### config.mk
export PLATFORM = sky130hd
export DESIGN_NAME = instruction_loader
export DESIGN_NICKNAME = d
export VERILOG_FILES = /design/src/rtl/instruction_loader.sv
export SDC_FILE = /design/constraint.sdc
export NUM_CORES = 1
export LEC_CHECK = 0
export ABC_CLOCK_PERIOD_IN_PS = 5120
export BUFFER_PORTS_ARGS = -buffer_cell sky130_fd_sc_hd__clkbuf_2
export CORE_UTILIZATION = 45
export DETAILED_ROUTE_END_ITERATION = 10
export PLACE_DENSITY = 0.78
export SLEW_MARGIN = 10
export SYNTH_ARGS = -nofsm -noshare
export SYNTH_HDL_FRONTEND = slang
export SYNTH_SLANG_ARGS = --single-unit
### constraint.sdc
create_clock -name clock -period 5.12 [get_ports clock]
set_input_delay 0.768 -clock clock [delete_from_list [all_inputs] [get_ports clock]]
set_output_delay 0.768 -clock clock [all_outputs]
set_load 0.005 [all_outputs]
### src/rtl/instruction_loader.sv
// rtl/instruction_loader.sv - byte-stream to 32-bit instruction memory loader
//
// Purpose:
//   Accepts an instruction image as a stream of bytes (little-endian within
//   each 32-bit word), packs them into words and issues one write per word to
//   an instruction memory write port. A final partial word is zero-padded.
//   Bytes arriving after the memory is full are discarded and flag an error.
//
// Ports:
//   clock, reset     single clock, asynchronous active-high reset
//   start            one-cycle request to begin a load (ignored while loading)
//   in_valid/in_data/in_last/in_ready
//                    byte stream handshake; transfer when in_valid && in_ready
//   wr_en/wr_addr/wr_data
//                    one-cycle write strobe, byte address and assembled word;
//                    address/data hold their last values between writes
//   busy, done       state indicators (LOAD, DONE)
//   error            sticky overflow flag, cleared by the next start
//   word_count       words written in the current load

module instruction_loader #(
  parameter int SIZE = 64
) (
  input  logic                   clock,
  input  logic                   reset,
  input  logic                   start,
  input  logic                   in_valid,
  input  logic [7:0]             in_data,
  input  logic                   in_last,
  output logic                   in_ready,
  output logic                   wr_en,
  output logic [31:0]            wr_addr,
  output logic [31:0]            wr_data,
  output logic                   busy,
  output logic                   done,
  output logic                   error,
  output logic [$clog2(SIZE):0]  word_count
);

  localparam int WCW = $clog2(SIZE) + 1;
  localparam logic [WCW-1:0] SIZE_W = WCW'(SIZE);

  typedef enum logic [1:0] {
    S_IDLE = 2'd0,
    S_LOAD = 2'd1,
    S_DONE = 2'd2
  } state_t;

  state_t           state_q, state_d;
  logic [1:0]       lane_q, lane_d;
  // Only bytes 0..2 need holding; byte 3 goes straight into the write word.
  logic [23:0]      asm_q, asm_d;
  logic [WCW-1:0]   wc_q, wc_d;
  logic             err_q, err_d;
  logic             wr_en_q, wr_en_d;
  logic [31:0]      wr_addr_q, wr_addr_d;
  logic [31:0]      wr_data_q, wr_data_d;

  logic             accept;
  logic [31:0]      word_c;

  assign accept = (state_q == S_LOAD) && in_valid;

  always_comb begin
    state_d   = state_q;
    lane_d    = lane_q;
    asm_d     = asm_q;
    wc_d      = wc_q;
    err_d     = err_q;
    wr_en_d   = 1'b0;
    wr_addr_d = wr_addr_q;
    wr_data_d = wr_data_q;

    // Current partial word with the incoming byte dropped into its lane.
    // Unfilled upper lanes are zero because asm is cleared at every word start.
    word_c = {8'h00, asm_q};
    word_c[{lane_q, 3'b000} +: 8] = in_data;

    unique case (state_q)
      S_IDLE, S_DONE: begin
        if (start) begin
          state_d = S_LOAD;
          lane_d  = 2'd0;
          asm_d   = 24'h0;
          wc_d    = '0;
          err_d   = 1'b0;
        end
      end

      S_LOAD: begin
        if (accept) begin
          if (wc_q == SIZE_W) begin
            // Memory already full: drop the byte and stop.
            err_d   = 1'b1;
            state_d = S_DONE;
          end else if ((lane_q == 2'd3) || in_last) begin
            wr_en_d   = 1'b1;
            wr_addr_d = {{(32 - WCW - 2){1'b0}}, wc_q, 2'b00};
            wr_data_d = word_c;
            wc_d      = wc_q + 1'b1;
            lane_d    = 2'd0;
            asm_d     = 24'h0;
            if (in_last) begin
              state_d = S_DONE;
            end
          end else begin
            lane_d = lane_q + 2'd1;
            asm_d  = word_c[23:0];
          end
        end
      end

      default: begin
        state_d = S_IDLE;
      end
    endcase
  end

  always_ff @(posedge clock or posedge reset) begin
    if (reset) begin
      state_q   <= S_IDLE;
      lane_q    <= 2'd0;
      asm_q     <= 24'h0;
      wc_q      <= '0;
      err_q     <= 1'b0;
      wr_en_q   <= 1'b0;
      wr_addr_q <= 32'h0;
      wr_data_q <= 32'h0;
    end else begin
      state_q   <= state_d;
      lane_q    <= lane_d;
      asm_q     <= asm_d;
      wc_q      <= wc_d;
      err_q     <= err_d;
      wr_en_q   <= wr_en_d;
      wr_addr_q <= wr_addr_d;
      wr_data_q <= wr_data_d;
    end
  end

  // Status outputs decode straight from the state register.
  assign in_ready   = (state_q == S_LOAD);
  assign busy       = (state_q == S_LOAD);
  assign done       = (state_q == S_DONE);
  assign error      = err_q;
  assign wr_en      = wr_en_q;
  assign wr_addr    = wr_addr_q;
  assign wr_data    = wr_data_q;
  assign word_count = wc_q;

endmodule

* Yosys cells after proc, flatten, opt, wreduce, memory -nomap -nowiden *
Index checks and enable logic that the tools add are counted.

cells by class
  $add $sub $neg = 3
  equality and inequality tests = 11
  shift operators = 2
  muxes and demuxes = 30
  bitwise logic cells = 1
  reduce and logical (&&, ||, !) cells = 10

operator list
  operator                count
  $mux 24                 4
  $pmux 24 s2             1
  $bwmux 32               1
  $shift 8x7->32 const A  1
  $shiftx 8x7->32         1
  $mux 7                  4
  $mux 2                  9
  $reduce_and 4->1        4
  $pmux 7 s2              1
  $pmux 2 s2              2
  $add 7x1->7 const B     1
  $eq 7x7->1 const B      1
  $mux 1                  7
  $neg 5->7               1
  $ne 2x1->1 const B      3
  $reduce_and 5->1        1
  $eq 2x2->1 const B      2
  $ne 2x2->1 const B      2
  $ne 3x1->1 const B      1
  $ne 3x2->1 const B      1
  $add 2x1->2 const B     1
  $eq 2x1->1 const B      1
  $logic_not 2->1         1
  $pmux 1 s2              1
  5 further kinds         5

word-level totals
  flip-flop bits (word level) = 76
  input bits = 13
  output and inout port bits = 76

* Longest topological paths before layout *
Gate-level depths: netlist (run 1).

  depth after elaboration = 7
  mapped depth = 9
  gate-level depth less buffers = 7

* Least setup slack after synthesis (run 1) *
OpenSTA, ideal clock, no wires.

  path kind = flip-flop to flip-flop
  start point = register lane_q[0]
  end point = register asm_q[16]
  library setup time = 66 ps
  data arrival time = 1956 ps
  path slack = 3097 ps
  cell stages (with the launch flop) = 6
  buffers on the path = 0
  clock period less this slack = 2023 ps
  cell sequence = dfrtp_1 > inv_1 > ha_1 > nor4b_2 > a21boi_2 > a22o_1

on the way
  word-level cells in the longest chain between the ends = 7
  elaborated cells between the ends (all ways) = 10
  classes of those cells = add/sub: 1; eq/ne: 1; shift: 2; mux: 5; reduce/logical: 1

RTL lines
  element                                            RTL line  source
  start: declaration                                 50        logic [1:0] lane_q, lane_d;
  start signal: assignment                           131       lane_q <= lane_d;
  $neg 5->7                                          77        word_c[{lane_q, 3'b000} +: 8] = in_data;
  $shiftx 8x7->32 or $shift 8x7->32 (tied branches)  77
  $bwmux 32                                          77
  $mux 24 (*)                                        96        end else if ((lane_q == 2'd3) || in_last) begin
  $mux 24 (*)                                        92        if (wc_q == SIZE_W) begin
  $mux 24 (*)                                        91        if (accept) begin
  $pmux 24 s2 (*)                                    79        unique case (state_q)
  end signal: assignment                             132       asm_q <= asm_d;
  end: declaration                                   52        logic [23:0] asm_q, asm_d;

Mark *: on every way between the ends. The rest lies on a longest branch, timed or not. The select of a mux whose other input is x is not followed.
A chain may end at the register's enable or synchronous reset.

* Worst setup path in the final report (run 1) *
  start point = register lane_q[0]
  end point = register asm_q[19]

Same word-level chain as after synthesis.

==> results.toml, run 1 <==
[outcome]
status = "finished clean"

[clock_tree]
cts.sinks = 76
htree_levels = 3
post_cts_buffers = 0
cts-root-buf = "clkbuf_8"
clockBufferDepth = 2
cts_tree = "built"
hold_buffers = 0
cts_resized = 0
clk_latency_ns = 0.35
cts_buffers = 9
clkTransAtPathRegs_ns = 0.08

[synth]
yosysSeqAreaShare_pct = 51.7
synthTopCellsByArea = "dfrtp_1 (52%), buf_4 (5.9%), a221oi_1 (5.5%), a22o_1 (5.5%), nor2_1 (5.4%)"
synth_top_cell_by_area = "dfrtp_1"
synth_compound_area_share_pct = 17.4
ys.flop_type = "dfrtp_1"
avgSynthCellArea_um2 = 10.0
synth_cell_types = 41
synth.area.mux_share_pct = 0
ys_async_sr_fraction_pct = 100
netlist.area_leader.share_pct = 51.7
synth_top_family_by_area = "simple AND/OR/NAND/NOR gates"
synthXorXnorAreaFrac_pct = 0
synth_fa_ha_area_share_pct = 2.38
yosys_warnings = 0
synth_area_um2 = 3680
syn_inst = 366
yosys.area_share.simple_pct = 18.7
synth_edf_count = 0
ys_seq_elements = 76

[sta]
rsz0062_at_grt = "false"
fin_crit_sh_pct = 49.2
period_needed_ns = 2.52
fmax_ghz = 0.397
tightest_slew_ns = 0.937
maxSlewViolCount = 0
setup_tns_ns = 0
hold_viol = 0
relSlewSlack_pct = 37.5
fin_skew_ns = 0.00708
fin_ws_ns = 2.60
setup_viol = 0

[setup_path]
crit_type = "reg -> reg"
endpoint_kind = "flop"
cp.required_ns = 5.40
path_buf_inv = 1
cp.depth = 5
cp_max_fo = 10
r2r-start = "lane_q[0]"
rrSetupSlack_ns = 2.60
cp-endpoint = "asm_q[19]"
cpPeakStageDelay_ns = 0.72
arrival_ns = 2.80
crit_start = "lane_q[0]"
rr_endpoint = "asm_q[19]"
critPathLaunchType = "flop"
cp_slowest_cell = "nor4b_2"
reg2reg_depth = 5
cp_cell_sequence = "inv_1 > ha_1 > nor4b_2 > a21boi_2 > a22o_1"
cp_top_family = "simple AND/OR/NAND/NOR gates"

[finish]
synthToLayoutAreaGrowth_pct = 13.4
fin_nets = 442
drive_gt1_share_pct = 21.8
antenna_cells = 0
nFillCells = 729

[placed_design]
numPortBuffers = 63
dp_hpwl_um = 5620
place.gp.congestion = 0.824
pre_cts_ws_ns = 2.68

[global_route]
antenna_found_initial = 0
overflow = 0
grt_start_max_net_pins = 77
grt_pass1_wl_um = 14000
track_usage_pct = 21.0
grt_pass1_vias = 2811

[drt]
postRouteAntennaNets = 0
vias = 2959
drt_iter0_markers = 272
finalWirelength_um = 8420
drc = 0
post_drt_via_cell_ratio = 5.59
wl_per_cell_um = 15.9
drt_pass1_iterations = 4

[die]
ios = 89
initial_core_util_pct = 47.1
die_area_um2 = 8530
fp.dieW_um = 92.4
design.core.area_um2 = 7810
die_y_um = 92.4
rows = 32

[flow_run]
drv_cap = 0

[power_and_ir_drop]
p_leak_nw = 2.18
power_w = 0.00201
peakVddDrop_uv = 144
power_density_nw_per_um2 = 483

[hold_path]
hold_path_class = "reg -> reg"
cells in the mapped netlist, types with 2 or more instances:
master,count
a32o_1,2
nor2b_1,4
buf_2,4
nand2b_1,4
o21ai_0,8
o22ai_1,3
nand3_1,13
clkbuf_1,6
nor2_1,53
o211ai_2,2
a221oi_1,23
nand2_1,38
and3_1,22
a31oi_1,6
a22o_1,23
and3b_1,2
inv_2,2
a21oi_1,7
a41oi_1,2
buf_6,3
inv_1,10
dfrtp_1,76
buf_4,29
ha_1,7
registers in the layout (all words and copies together) (netlist names):
register    cells
wr_addr         7
lane_q          2
error           1
asm_q          24
state_q         2
wr_en           1
word_count      7
wr_data        32
worst min-delay path by stage:
stage,cells past startpoint,to,from,slack [ns]
finish,2,wr_data[24],wr_data[24],0.47
global route,2,wr_data[24],wr_data[24],0.49
CTS,2,wr_data[24],wr_data[24],0.47
detailed placement,2,wr_data[24],wr_data[24],0.46
global placement,2,wr_data[29],wr_data[29],0.45
floorplan,1,asm_q[23],asm_q[23],0.46
cells in the final DEF, fill, tap and decap left out, drive strengths merged, types with 2 or more instances in the layout:
master	count
dfrtp	76
clkbuf	73
nor2	53
nand2	39
conb	25
a22o	23
a221oi	23
and3	22
nand3	13
inv	12
o21ai	10
a21oi	7
ha	7
a31oi	6
nand2b	4
nor2b	4
o22ai	3
bufinv	3
and3b	2
a41oi	2
a32o	2
buf	2
o211ai	2
clkinv	2
cell type report:
| cell class | count | area (µm²) | area share, % |
|---|---|---|---|
| clock inverter | 6 | 111 | 2.67 |
| inverter | 12 | 45.0 | 1.08 |
| multi-input combinational | 258 | 1520 | 36.3 |
| timing repair buffer | 65 | 330 | 7.92 |
| tap | 102 | 128 | 3.06 |
| clock buffer | 10 | 138 | 3.30 |
| sequential | 76 | 1900 | 45.6 |
worst reg2reg max path: cells and delay by family (launching register included):
kind / cells / cell delay (ns)
flops: 1 / 0.51
simple gates: 1 / 0.72
compound gates: 2 / 0.68
fa+ha+maj: 1 / 0.41
buf+inv: 1 / 0.14
cells by family after synthesis:
family	Yosys count
adders and majority gates	7
buffers and inverters	56
DFF	76
other	1
and+or+nand+nor	145
AOI/OAI and AO/OA	81
layer usage:
layer  track usage, %  up-vias  share of wire [%]
li1                 -     1367                  -
met1             28.3     1445                 44
met2             33.2      135                 48
met3             3.53       12                6.9
met4             9.77        0                1.5
met5                0        -                  0
power by group:
group	leakage [nW]	internal [W]	switching, W	total [W]
logic	1.05	0.000242	0.000371	0.000614
registers	1.00	0.000740	0.0000996	0.000839
clock network	0.122	0.000337	0.000222	0.000559
total	2.18	0.00132	0.000693	0.00201
per-stage QoR:
step	area, µm²	hold slack (ns)	utilization, %	cells
finish	4170	0.467	53.4	529
global route	4170	0.490	53.4	529
CTS	4170	0.474	53.4	529
detailed placement	3920	0.456	50.2	513
global placement	3920	0.453	50.2	513
floorplan	3770	0.458	-	390
No activity file was read; power rests on OpenSTA's default activity.
==> run 2, diff against run 1 <==
Settings changed: ABC_AREA set to 1, ABC_CLOCK_PERIOD_IN_PS 5120 to 2190, PLACE_DENSITY 0.78 to 0.8.
Clock period 5.12 ns to 2.19 ns, I/O delays scaled along.
==> results.toml, run 2 <==
[clock_tree]
cts_buffers = 9
cts.sinks = 76
htree_levels = 3
post_cts_buffers = 0
cts-root-buf = "clkbuf_8"
cts_resized = 0
cts_tree = "built"
hold_buffers = 0
clk_latency_ns = 0.35
clkTransAtPathRegs_ns = 0.08
clockBufferDepth = 2

[sta]
fmax_ghz = 0.554
fin_crit_sh_pct = 82.4
maxSlewViolCount = 0
fin_skew_ns = 0.00606
period_needed_ns = 1.80
holdWs_ns = -0.00632
relSlewSlack_pct = 64.6
setup_tns_ns = 0
setup_viol = 0
rsz0062_at_grt = "false"
hold_viol = 11
tightest_slew_ns = 0.530

[synth]
synth_fa_ha_area_share_pct = 2.31
syn_inst = 486
synth_cell_types = 25
synth_edf_count = 0
synth_area_um2 = 3800
netlist.area_leader.share_pct = 50.1
netlist_top_cells_count = "nand2_1 (215), dfrtp_1 (76), inv_1 (40), nor2_1 (32), buf_4 (28)"
yosysSeqAreaShare_pct = 50.1
synth.area.mux_share_pct = 0
avgSynthCellArea_um2 = 7.81
synth.most_common_cell = "nand2_1"
ys_async_sr_fraction_pct = 100
synth_top_family_by_area = "simple AND/OR/NAND/NOR gates"
yosys_warnings = 0
synthTopCellsByArea = "dfrtp_1 (50%), nand2_1 (21%), buf_4 (5.5%), inv_1 (4.0%), nor2_1 (3.2%)"
synth_compound_area_share_pct = 5.83
ys_seq_elements = 76
ys.flop_type = "dfrtp_1"
synthXorXnorAreaFrac_pct = 0.461
synth_top_cell_by_area = "dfrtp_1"
yosys.area_share.simple_pct = 29.3

[setup_path]
cp.required_ns = 2.49
r2r-start = "lane_q[0]"
endpoint_kind = "flop"
cp_max_fo = 8
crit_type = "reg -> reg"
crit_start = "lane_q[0]"
critPathLaunchType = "flop"
arrival_ns = 2.10

[finish]
synthToLayoutAreaGrowth_pct = 14.3
multi_input_area_um2 = 1530
fin_nets = 572
largest_reg_flops = 32
stdcell_area_um2 = 4340
fin_cells = 662
register_area_um2 = 1900
antenna_cells = 0
most-common-layout-cells = "nand2_1 (215), dfrtp_1 (76), clkbuf_2 (63), inv_1 (39), nor2_1 (32)"
nFillCells = 774
drive_gt1_share_pct = 18.0
final_common_cell = "nand2_1"

[hold_path]
hold_path_class = "in -> async"

[die]
die_area_um2 = 8810
ios = 89
fp.dieW_um = 93.8
die_y_um = 93.8
initial_core_util_pct = 46.4
design.core.area_um2 = 8180
rows = 33

[power_and_ir_drop]
power_density_nw_per_um2 = 959
p_leak_nw = 2.42
power_w = 0.00416
peakVddDrop_uv = 671

[drt]
finalWirelength_um = 8600
drt_iter0_markers = 182
post_drt_via_cell_ratio = 4.86
postRouteAntennaNets = 0
drc = 0
wl_per_cell_um = 13.0
vias = 3219
drt_pass1_iterations = 4

[outcome]
status = "finished, violations left"
violations = "negative hold slack"

[placed_design]
placed_cell_area_um2 = 4140
dp_cells = 646
numPortBuffers = 63
dp_hpwl_um = 6160
place.gp.congestion = 0.914

[global_route]
antenna_found_initial = 0
overflow = 0
grt_pass1_wl_um = 14300
grt_pass1_vias = 3070
grt_start_max_net_pins = 55
track_usage_pct = 21.4

[flow_run]
drv_cap = 0
run 2: cell types whose count changed after synthesis, sizes merged, moves of 13 or more:
cell | before | now
o22ai | 3 | 16
a22o | 23 | 0
nand2 | 39 | 216
inv | 12 | 44
and3 | 22 | 0
a221oi | 23 | 0
nor2 | 53 | 35
run 2: cell families after synthesis:
kind of cell,after synthesis
flip-flops,76
adder cells (fa/ha/maj),7
AO/OA/AOI/OAI,39
AND/OR/NAND/NOR,275
XOR/XNOR,2
buffers and inverters,86
other,1
run 2: cell type report:
class	count	share of cell area, %
clock buffer	12	3.58
multi-input combinational	348	35.3
timing repair buffer	73	9.28
clock inverter	4	1.10
tap	105	3.03
inverter	44	3.89
sequential	76	43.8
run 2: power by group:
part | internal (W) | leakage (nW) | switching, W
Clock | 0.000585 | 0.102 | 0.000518
Sequential | 0.00159 | 1.05 | 0.000149
Combinational | 0.000414 | 1.27 | 0.000903
Total | 0.00259 | 2.42 | 0.00157
run 2: critical path: stages, from the launching register on:
cell	delay (ns)
dfrtp_1	0.37
inv_1	0.14
ha_1	0.38
nand4_1	0.32
o22ai_1	0.32
nand3_1	0.12
nand2_1	0.09
run 2: routing by layer:
metal	vias to the layer above	share of wire, %	global-route usage (%)
li1	1588	-	-
met2	109	48	34.5
met1	1499	45	27.1
met5	-	0	0
met3	23	5.0	4.94
met4	0	2.5	10.0
run 2: per-stage QoR:
| stage | worst slack [ns] | util (%) |
|---|---|---|
| after floorplan | 0.396 | - |
| after global placement | 0.485 | 50.6 |
| after detailed placement | 0.439 | 50.6 |
| after CTS | 0.422 | 53.1 |
| after global routing | 0.209 | 53.1 |
| final | 0.386 | 53.1 |
run 2: path summary, 6_finish.rpt:
kind,depth (start not counted),slack [ns],to
min reg2reg,2,0.48,wr_data[28]
max in group asynchronous,3,1.57,lane_q[0]
min in group clock,5,0.32,wr_data[27]
max,6,0.39,asm_q[22]
max reg2reg,6,0.39,asm_q[22]
min,2,-0.006,wr_data[2]
==> run 3, diff against run 2 <==
Settings changed: ABC_CLOCK_PERIOD_IN_PS 2190 to 1700, PLACE_DENSITY 0.8 to 0.78.
Clock period 2.19 ns to 1.7 ns, I/O delays scaled along.
==> results.toml, run 3 (same netlist as run 2, synthesis figures left out) <==
[clock_tree]
cts_tree = "built"
cts.sinks = 76
htree_levels = 3
clockBufferDepth = 2
cts-root-buf = "clkbuf_8"
cts_buffers = 9
clk_latency_ns = 0.35
clkTransAtPathRegs_ns = 0.08

[setup_path]
rrSetupSlack_ns = 0.09
cp.depth = 10
cp_slowest_cell = "dfrtp_1"
arrival_ns = 1.91
cp.required_ns = 1.99
crit_type = "reg -> reg"
rr_endpoint = "wr_data[10]"
r2r-start = "word_count[0]"
cp_top_family = "buffers and inverters"
cp_max_fo = 14
reg2reg_depth = 10
endpoint_kind = "flop"
critPathLaunchType = "flop"
cp_cell_sequence = "inv_2 > ha_1 > nand2_1 > inv_1 > nand3_2 > nand4_1 > inv_2 > clkbuf_16 > nand2_1 > nand2_1"
path_buf_inv = 4
cp-endpoint = "wr_data[10]"
crit_start = "word_count[0]"
cpPeakStageDelay_ns = 0.39
crit_top_cell = "nand2_1"

[die]
rows = 33
ios = 89
initial_core_util_pct = 46.4
design.core.area_um2 = 8180
fp.dieW_um = 93.8
die_y_um = 93.8
die_area_um2 = 8810

[sta]
fin_crit_sh_pct = 94.9
fin_skew_ns = 0.00605
hold_viol = 13
setup_tns_ns = 0
fin_ws_ns = 0.0867
setup_viol = 0
period_needed_ns = 1.61
fmax_ghz = 0.620
holdWs_ns = -0.0109
maxSlewViolCount = 0

[drt]
drt_pass1_iterations = 4
wl_per_cell_um = 12.9
postRouteAntennaNets = 0
vias = 3240
drt_iter0_markers = 226
drc = 0
finalWirelength_um = 8710
post_drt_via_cell_ratio = 4.79

[finish]
nFillCells = 752
antenna_cells = 0
most-common-layout-cells = "nand2_1 (214), dfrtp_1 (75), clkbuf_2 (63), inv_1 (37), nor2_1 (31)"
largest_reg_flops = 32
fin_cells = 676
drive_gt1_share_pct = 22.4
register_area_um2 = 1900
multi_input_area_um2 = 1590
final_common_cell = "nand2_1"
fin_nets = 586
synthToLayoutAreaGrowth_pct = 21.1
utilization_pct = 56.2

[global_route]
grt_pass1_wl_um = 13700
overflow = 0
grt_pass1_vias = 2930
track_usage_pct = 20.4
antenna_found_initial = 0
grt_start_max_net_pins = 77

[placed_design]
pre_cts_ws_ns = -0.0233
dp_cells = 655
dp_hpwl_um = 6030
numPortBuffers = 63
place.gp.congestion = 0.844

[power_and_ir_drop]
peakVddDrop_uv = 800
power_density_nw_per_um2 = 1290
p_leak_nw = 2.54

[outcome]
violations = "negative hold slack"
status = "finished, violations left"

[hold_path]
hold_path_class = "in -> async"

[flow_run]
drv_cap = 0
==> run 3: routing by layer <==
metal / vias to the layer above / global-route usage (%) / wire [µm] / share of wire [%]
li1: 1614 / - / - / -
met1: 1519 / 27.0 / 3820 / 44
met2: 91 / 32.7 / 4280 / 49
met3: 16 / 4.05 / 417 / 4.8
met4: 0 / 8.59 / 197 / 2.3
met5: - / 0 / 0 / 0
==> run 3: power breakdown <==
| group | internal, W | switching, W |
|---|---|---|
| combinational | 0.000813 | 0.00130 |
| clock | 0.000942 | 0.000643 |
| sequential | 0.00205 | 0.000164 |
==> run 3: how the worst min path moves through the flow <==
stage | endpoint | slack (ns)
after floorplan | asm_q[0] | 0.45
after global placement | wr_en | 0.39
after detailed placement | wr_data[3] | 0.39
after CTS | wr_data[3] | 0.002
after global routing | wr_data[3] | 0.03
final | wr_data[3] | -0.01
==> run 3: worst min-delay path: cells and delay by family <==
family	cells	cell delay, ns
buf+inv	3	0.51
==> run 3: area by class of cell <==
| type | count | share of cell area, % |
|---|---|---|
| Timing Repair Buffer | 87 | 12.4 |
| Multi-Input combinational cell | 348 | 34.6 |
| Clock inverter | 4 | 1.52 |
| Clock buffer | 12 | 3.59 |
| Sequential cell | 76 | 41.4 |
| Tap cell | 105 | 2.86 |
| Inverter | 44 | 3.67 |
==> run 3: what timing repair did <==
item                                    CTS  global route
pin swaps                                 0             3
hold buffers                              0             0
endpoints found under the setup margin    8            72
gates resized for setup                   1            15
buffers inserted                          0             4
cloned                                    0             1
==> run 3: through the flow <==
step                total power [W]  area, µm²  hold WS (ns)
floorplan                   0.00350       3890         0.449
global placement            0.00403       4220         0.386
detailed placement          0.00407       4220         0.391
CTS                         0.00569       4460       0.00211
global route                0.00629       4600        0.0329
finish                      0.00591       4600       -0.0109
